<file path="src/rtl/prio_arb_pkg.sv">
// Shared constants and state encoding for the N-input priority arbiter.
// Latency: n/a (definitions only).
// Backpressure: n/a (definitions only).
package prio_arb_pkg;

    // Arbitration policy selected by the mode input
    localparam logic MODE_FIXED = 1'b0;
    localparam logic MODE_RR    = 1'b1;

    // ST_GRANT encodes as 1 so the state bit doubles as gnt_valid
    typedef enum logic {
        ST_IDLE  = 1'b0,
        ST_GRANT = 1'b1
    } state_t;

endpackage

</file>
<file path="src/rtl/prio_find.sv">
// Highest-set-bit finder: reports whether any bit is set and the index of the top one.
// Latency: purely combinational, zero cycles.
// Backpressure: none; output follows the input vector.
module prio_find #(
    parameter  int N     = 8,
    localparam int IDX_W = $clog2(N)
) (
    input  logic [N-1:0]     vec,
    output logic             found,
    output logic [IDX_W-1:0] idx
);

    // Scan upward so the last (highest) set bit overwrites lower ones
    always_comb begin
        found = 1'b0;
        idx   = '0;
        for (int k = 0; k < N; k++) begin
            if (vec[k]) begin
                found = 1'b1;
                idx   = IDX_W'(k);
            end
        end
    end

endmodule

</file>
<file path="src/rtl/priority_arbiter_n.sv">
// N-request arbiter, fixed (MSB highest) or round-robin priority, registered grant.
// Latency: 1 clk from req to gnt_valid; back-to-back grants one per clk.
// Backpressure: grant held stable while gnt_ready is low; re-arbitrates only on handshake.
module priority_arbiter_n
    import prio_arb_pkg::*;
#(
    parameter  int N     = 8,
    localparam int IDX_W = $clog2(N)
) (
    input  logic             clk,
    input  logic             rst_n,
    input  logic [N-1:0]     req,
    input  logic             mode,
    input  logic             gnt_ready,
    output logic             gnt_valid,
    output logic [IDX_W-1:0] gnt_idx,
    output logic [N-1:0]     gnt_onehot
);

    state_t           state;
    state_t           state_nxt;
    logic [IDX_W-1:0] ptr;
    logic [IDX_W-1:0] ptr_dec;
    logic [IDX_W-1:0] ptr_eff;
    logic             handshake;
    logic [N-1:0]     mask_le_ptr;
    logic [N-1:0]     req_masked;
    logic             msk_found;
    logic [IDX_W-1:0] msk_idx;
    logic             all_found;
    logic [IDX_W-1:0] all_idx;
    logic [IDX_W-1:0] win_idx;
    logic [N-1:0]     win_onehot;
    logic             gnt_load;
    logic             gnt_drop;
    logic             ptr_load;

    assign handshake = (state == ST_GRANT) && gnt_ready;
    assign gnt_valid = (state == ST_GRANT);

    // Pointer moves just below the granted index; 0 wraps to the top requester
    always_comb begin
        ptr_dec = gnt_idx - 1'b1;
        if (gnt_idx == '0) begin
            ptr_dec = IDX_W'(N - 1);
        end
    end

    // A handshake re-arbitrates in the same cycle, so the mask must use the updated pointer
    always_comb begin
        ptr_eff = ptr;
        if (handshake) begin
            ptr_eff = ptr_dec;
        end
    end

    // Requesters at or below the pointer form the round-robin candidate set
    always_comb begin
        mask_le_ptr = '0;
        for (int k = 0; k < N; k++) begin
            mask_le_ptr[k] = (k <= int'(ptr_eff));
        end
    end

    assign req_masked = req & mask_le_ptr;

    prio_find #(.N(N)) u_find_masked (
        .vec   (req_masked),
        .found (msk_found),
        .idx   (msk_idx)
    );

    prio_find #(.N(N)) u_find_all (
        .vec   (req),
        .found (all_found),
        .idx   (all_idx)
    );

    // Round-robin takes the masked winner if any, otherwise wraps to the overall winner
    always_comb begin
        win_idx = all_idx;
        if ((mode == MODE_RR) && msk_found) begin
            win_idx = msk_idx;
        end
    end

    // One-hot decode of the winner, loaded alongside the binary index
    always_comb begin
        win_onehot = '0;
        for (int k = 0; k < N; k++) begin
            win_onehot[k] = (int'(win_idx) == k);
        end
    end

    // State register
    always_ff @(posedge clk or negedge rst_n) begin
        if (!rst_n) begin
            state <= ST_IDLE;
        end else begin
            state <= state_nxt;
        end
    end

    // Next state: enter GRANT on any request, leave only on a handshake with nothing pending
    always_comb begin
        state_nxt = state;
        if (state == ST_IDLE) begin
            if (all_found) begin
                state_nxt = ST_GRANT;
            end
        end else begin
            if (gnt_ready && !all_found) begin
                state_nxt = ST_IDLE;
            end
        end
    end

    // Control outputs: when to load a new grant, drop the one-hot, and advance the pointer
    always_comb begin
        gnt_load = ((state == ST_IDLE) || handshake) && all_found;
        gnt_drop = handshake && !all_found;
        ptr_load = handshake;
    end

    // Grant and pointer registers; gnt_idx deliberately keeps its value when the grant drops
    always_ff @(posedge clk or negedge rst_n) begin
        if (!rst_n) begin
            gnt_idx    <= '0;
            gnt_onehot <= '0;
            ptr        <= IDX_W'(N - 1);
        end else begin
            if (ptr_load) begin
                ptr <= ptr_dec;
            end
            if (gnt_load) begin
                gnt_idx    <= win_idx;
                gnt_onehot <= win_onehot;
            end else if (gnt_drop) begin
                gnt_onehot <= '0;
            end
        end
    end

endmodule

</file>
<file path="config.mk">
export PLATFORM = sky130hd
export DESIGN_NAME = priority_arbiter_n
export DESIGN_NICKNAME = d
export VERILOG_FILES = /design/src/rtl/prio_arb_pkg.sv /design/src/rtl/prio_find.sv /design/src/rtl/priority_arbiter_n.sv
export SDC_FILE = /design/constraint.sdc
export NUM_CORES = 1
export LEC_CHECK = 0
export ABC_CLOCK_PERIOD_IN_PS = 2500
export CORE_ASPECT_RATIO = 1.5
export CORE_MARGIN = 4
export CORE_UTILIZATION = 45
export DETAILED_ROUTE_END_ITERATION = 7
export GPL_TIMING_DRIVEN = 0
export MAX_ROUTING_LAYER = met4
export PLACE_DENSITY = 0.79
export SLEW_MARGIN = 20
export SYNTH_ARGS = -nofsm -noshare
export SYNTH_HDL_FRONTEND = slang
export SYNTH_SLANG_ARGS = --single-unit
</file>
<file path="constraint.sdc">
create_clock -name clk -period 2.5 [get_ports clk]
set_input_delay 0.625 -clock clk [delete_from_list [all_inputs] [get_ports clk]]
set_output_delay 0.625 -clock clk [all_outputs]
set_load 0.02 [all_outputs]
</file>
==> out/qor.yml <==
status:
  status: "complete, but fails checks"
  failed_checks: "setup timing"
global_routing:
  grt_pass1_vias: 1359
  grt_use_met3_pct: 2.35
  busiest_layer: "met2"
  met1_usage_pct: 24.6
  grt_pass1_wl_mm: 6.35
  grt_max_degree: 16
  gr-usage-all-layers_pct: 23.5
  antenna_found_initial: 0
  overflow: 0
  use_met2_pct: 43.3
timing:
  max_freq_ghz: 0.377
  fin_ws_ns: -0.152
  max_slew_margin_pct: 57.5
  period_needed_ns: 2.65
  hold_violations: 0
  rsz0062_at_grt: "yes"
  slew_viol_final: 0
  tightest_slew_ns: 0.633
  setup_viol: 9
  setup_tns_ns: -0.723
  fin_worst_skew_ns: 0.00492
  fin_crit_sh_pct: 106
clocking:
  cts_buffers: 3
  cts.path.max_buffers: 2
  cts_sinks: 15
  cts_tree: "built"
  hold_buffers: 0
  clockRootBuffer: "clkbuf_4"
  htreeDepth: 1
  clk_pin_slew_ns: 0.09
  clock_latency_ns: 0.29
final_layout:
  nets: 187
  area_growth_pct: 65.8
  final_common_cell: "clkdlybuf4s50_1"
  fillers: 150
  diodes: 0
  drive_gt1_share_pct: 41.3
  final_util_pct: 78.1
  final_cell_mix: "21 x clkdlybuf4s50_1, 19 x buf_4, 14 x nand2_1, 11 x dfrtp_1"
yosys:
  synth.distinct_cells: 50
  synth-async-reset-ratio_pct: 100
  dominantRegCellSynth: "dfrtp_1"
  syn_nets: 137
  syn_inst: 123
  yosysWarnings: 0
  synth.avg_cell_area_um2: 9.38
  syn_area_um2: 1150
  synth_edf_count: 0
  synth-seq-cells: 15
  synth.yosys.seq_area_share_pct: 32.9
pwr:
  finalPower_mw: 1.57
  p_leak_nw: 0.779
  vdd_ir_drop_max_mv: 0.575
  p_per_area_nw_per_um2: 820
placement:
  dp_hpwl_mm: 2.37
  place_congestion: 0.936
  port_buffers: 22
routing:
  wl_mm: 4.24
  ant_nets: 0
  first_pass_iters: 4
  vias_per_cell: 6.87
  drt_iter0_drc: 71
  drcViolationCount: 0
  wl_per_cell_um: 21.6
  route.vias.total: 1346
setup_path:
  end_kind: "flip-flop"
  worst_setup_path_start_kind: "flip-flop"
  crit_fanout: 5
  cp_data_required_time_ns: 2.69
  crit_type: "flip-flop to flip-flop"
  critPathArrivalTime_ns: 2.84
flow_run:
  drv_cap: 0
floorplanning:
  rows: 22
  die-area_um2: 3450
  initial_core_util_pct: 47.1
  core_area_um2: 2450
  die_x_um: 49.3
  chipHeight_um: 70.0
  ios: 24
worst_hold_path:
  min_path_type: "flip-flop to flip-flop"
## layer usage
metal / wire length (um) / vias to the layer above
met4: 229 / 0
met5: 0 / -
li1: - / 586
met1: 1510 / 656
met3: 216 / 27
met2: 2290 / 77
## cell usage after synthesis, types with 3 or more instances
cell       n  area [um2]
dfrtp_1   12         300
a21o_1     3        22.5
nand2b_1   4        25.0
dfstp_2    3        78.8
o21a_1     3        22.5
a21oi_2    3        26.3
o21ai_0    5        25.0
a21oi_1    3        15.0
nor2_1     6        22.5
inv_1      8        30.0
nand2_1   14        52.6
o41ai_1    8        70.1
o211ai_1   3        22.5
## metrics by stage
stage | cells | instance area [um2] | worst slack (ns) | hold WS [ns]
6_report | 196 | 1910 | -0.152 | 0.501
5_1_grt | 196 | 1910 | -0.305 | 0.519
4_1_cts | 186 | 1750 | 0.00600 | 0.495
3_5_place_dp | 169 | 1410 | -0.463 | 0.468
3_3_place_gp | 169 | 1410 | -0.461 | 0.459
2_1_floorplan | 123 | 1150 | 0.00243 | 0.329
## sequential cells by signal (all words and copies together) (netlist names)
signal	count
gnt_valid	1
ptr	3
gnt_onehot	8
gnt_idx	3
## critical path: stages, from the launching register on
cell and delay [ns]:
dfrtp_1 0.37, inv_2 0.05, ha_4 0.16, ha_4 0.24
buf_4 0.16, a221oi_4 0.31, o32a_1 0.30, a22o_1 0.22
nand4_1 0.19, buf_6 0.19, o41ai_4 0.35
## report_power, final
part           switching (mW)  total [mW]  internal (mW)
Clock                  0.0880       0.148         0.0596
Combinational           0.555        1.05          0.498
Sequential             0.0567       0.367          0.311
Total                   0.700        1.57          0.868
## what timing repair did
item / 4_1_cts / 5_1_grt
setup endpoints to repair: 11 / 11
setup buffers: 12 / 10
pin swaps: 23 / 15
resized for setup: 36 / 12
cloned: 1 / 0
## layout make-up
type	count	area [um2]	share of cell area [%]
multi-input combinational	96	991	51.8
timing repair buffer	45	424	22.2
sequential	15	380	19.9
inverter	9	33.8	1.77
tap	24	30.0	1.57
buffer	3	26.3	1.37
clock buffer	3	22.5	1.18
clock inverter	1	5.00	0.262
## cells by family after synthesis
logic type	Yosys count	synth area share [%]
flip-flops	15	32.9
AND/OR/NAND/NOR	40	19.3
adder cells (fa/ha/maj)	2	2.17
AO/OA/AOI/OAI	54	40.5
buffers and inverters	12	5.21
## final timing paths
kind	end	slack [ns]	cells after the start	startpoint
worst max register to register	gnt_onehot[3]	-0.15	10	gnt_idx[1]
worst min register to register	gnt_onehot[7]	0.50	2	gnt_onehot[7]
worst min-delay path	gnt_onehot[7]	0.50	2	gnt_onehot[7]
worst max-delay path	gnt_onehot[3]	-0.15	10	gnt_idx[1]
min in group asynchronous	gnt_onehot[4]	0.71	1	rst_n
max in group asynchronous	gnt_idx[0]	1.33	1	rst_n
No activity file was read; power rests on OpenSTA's default activity.
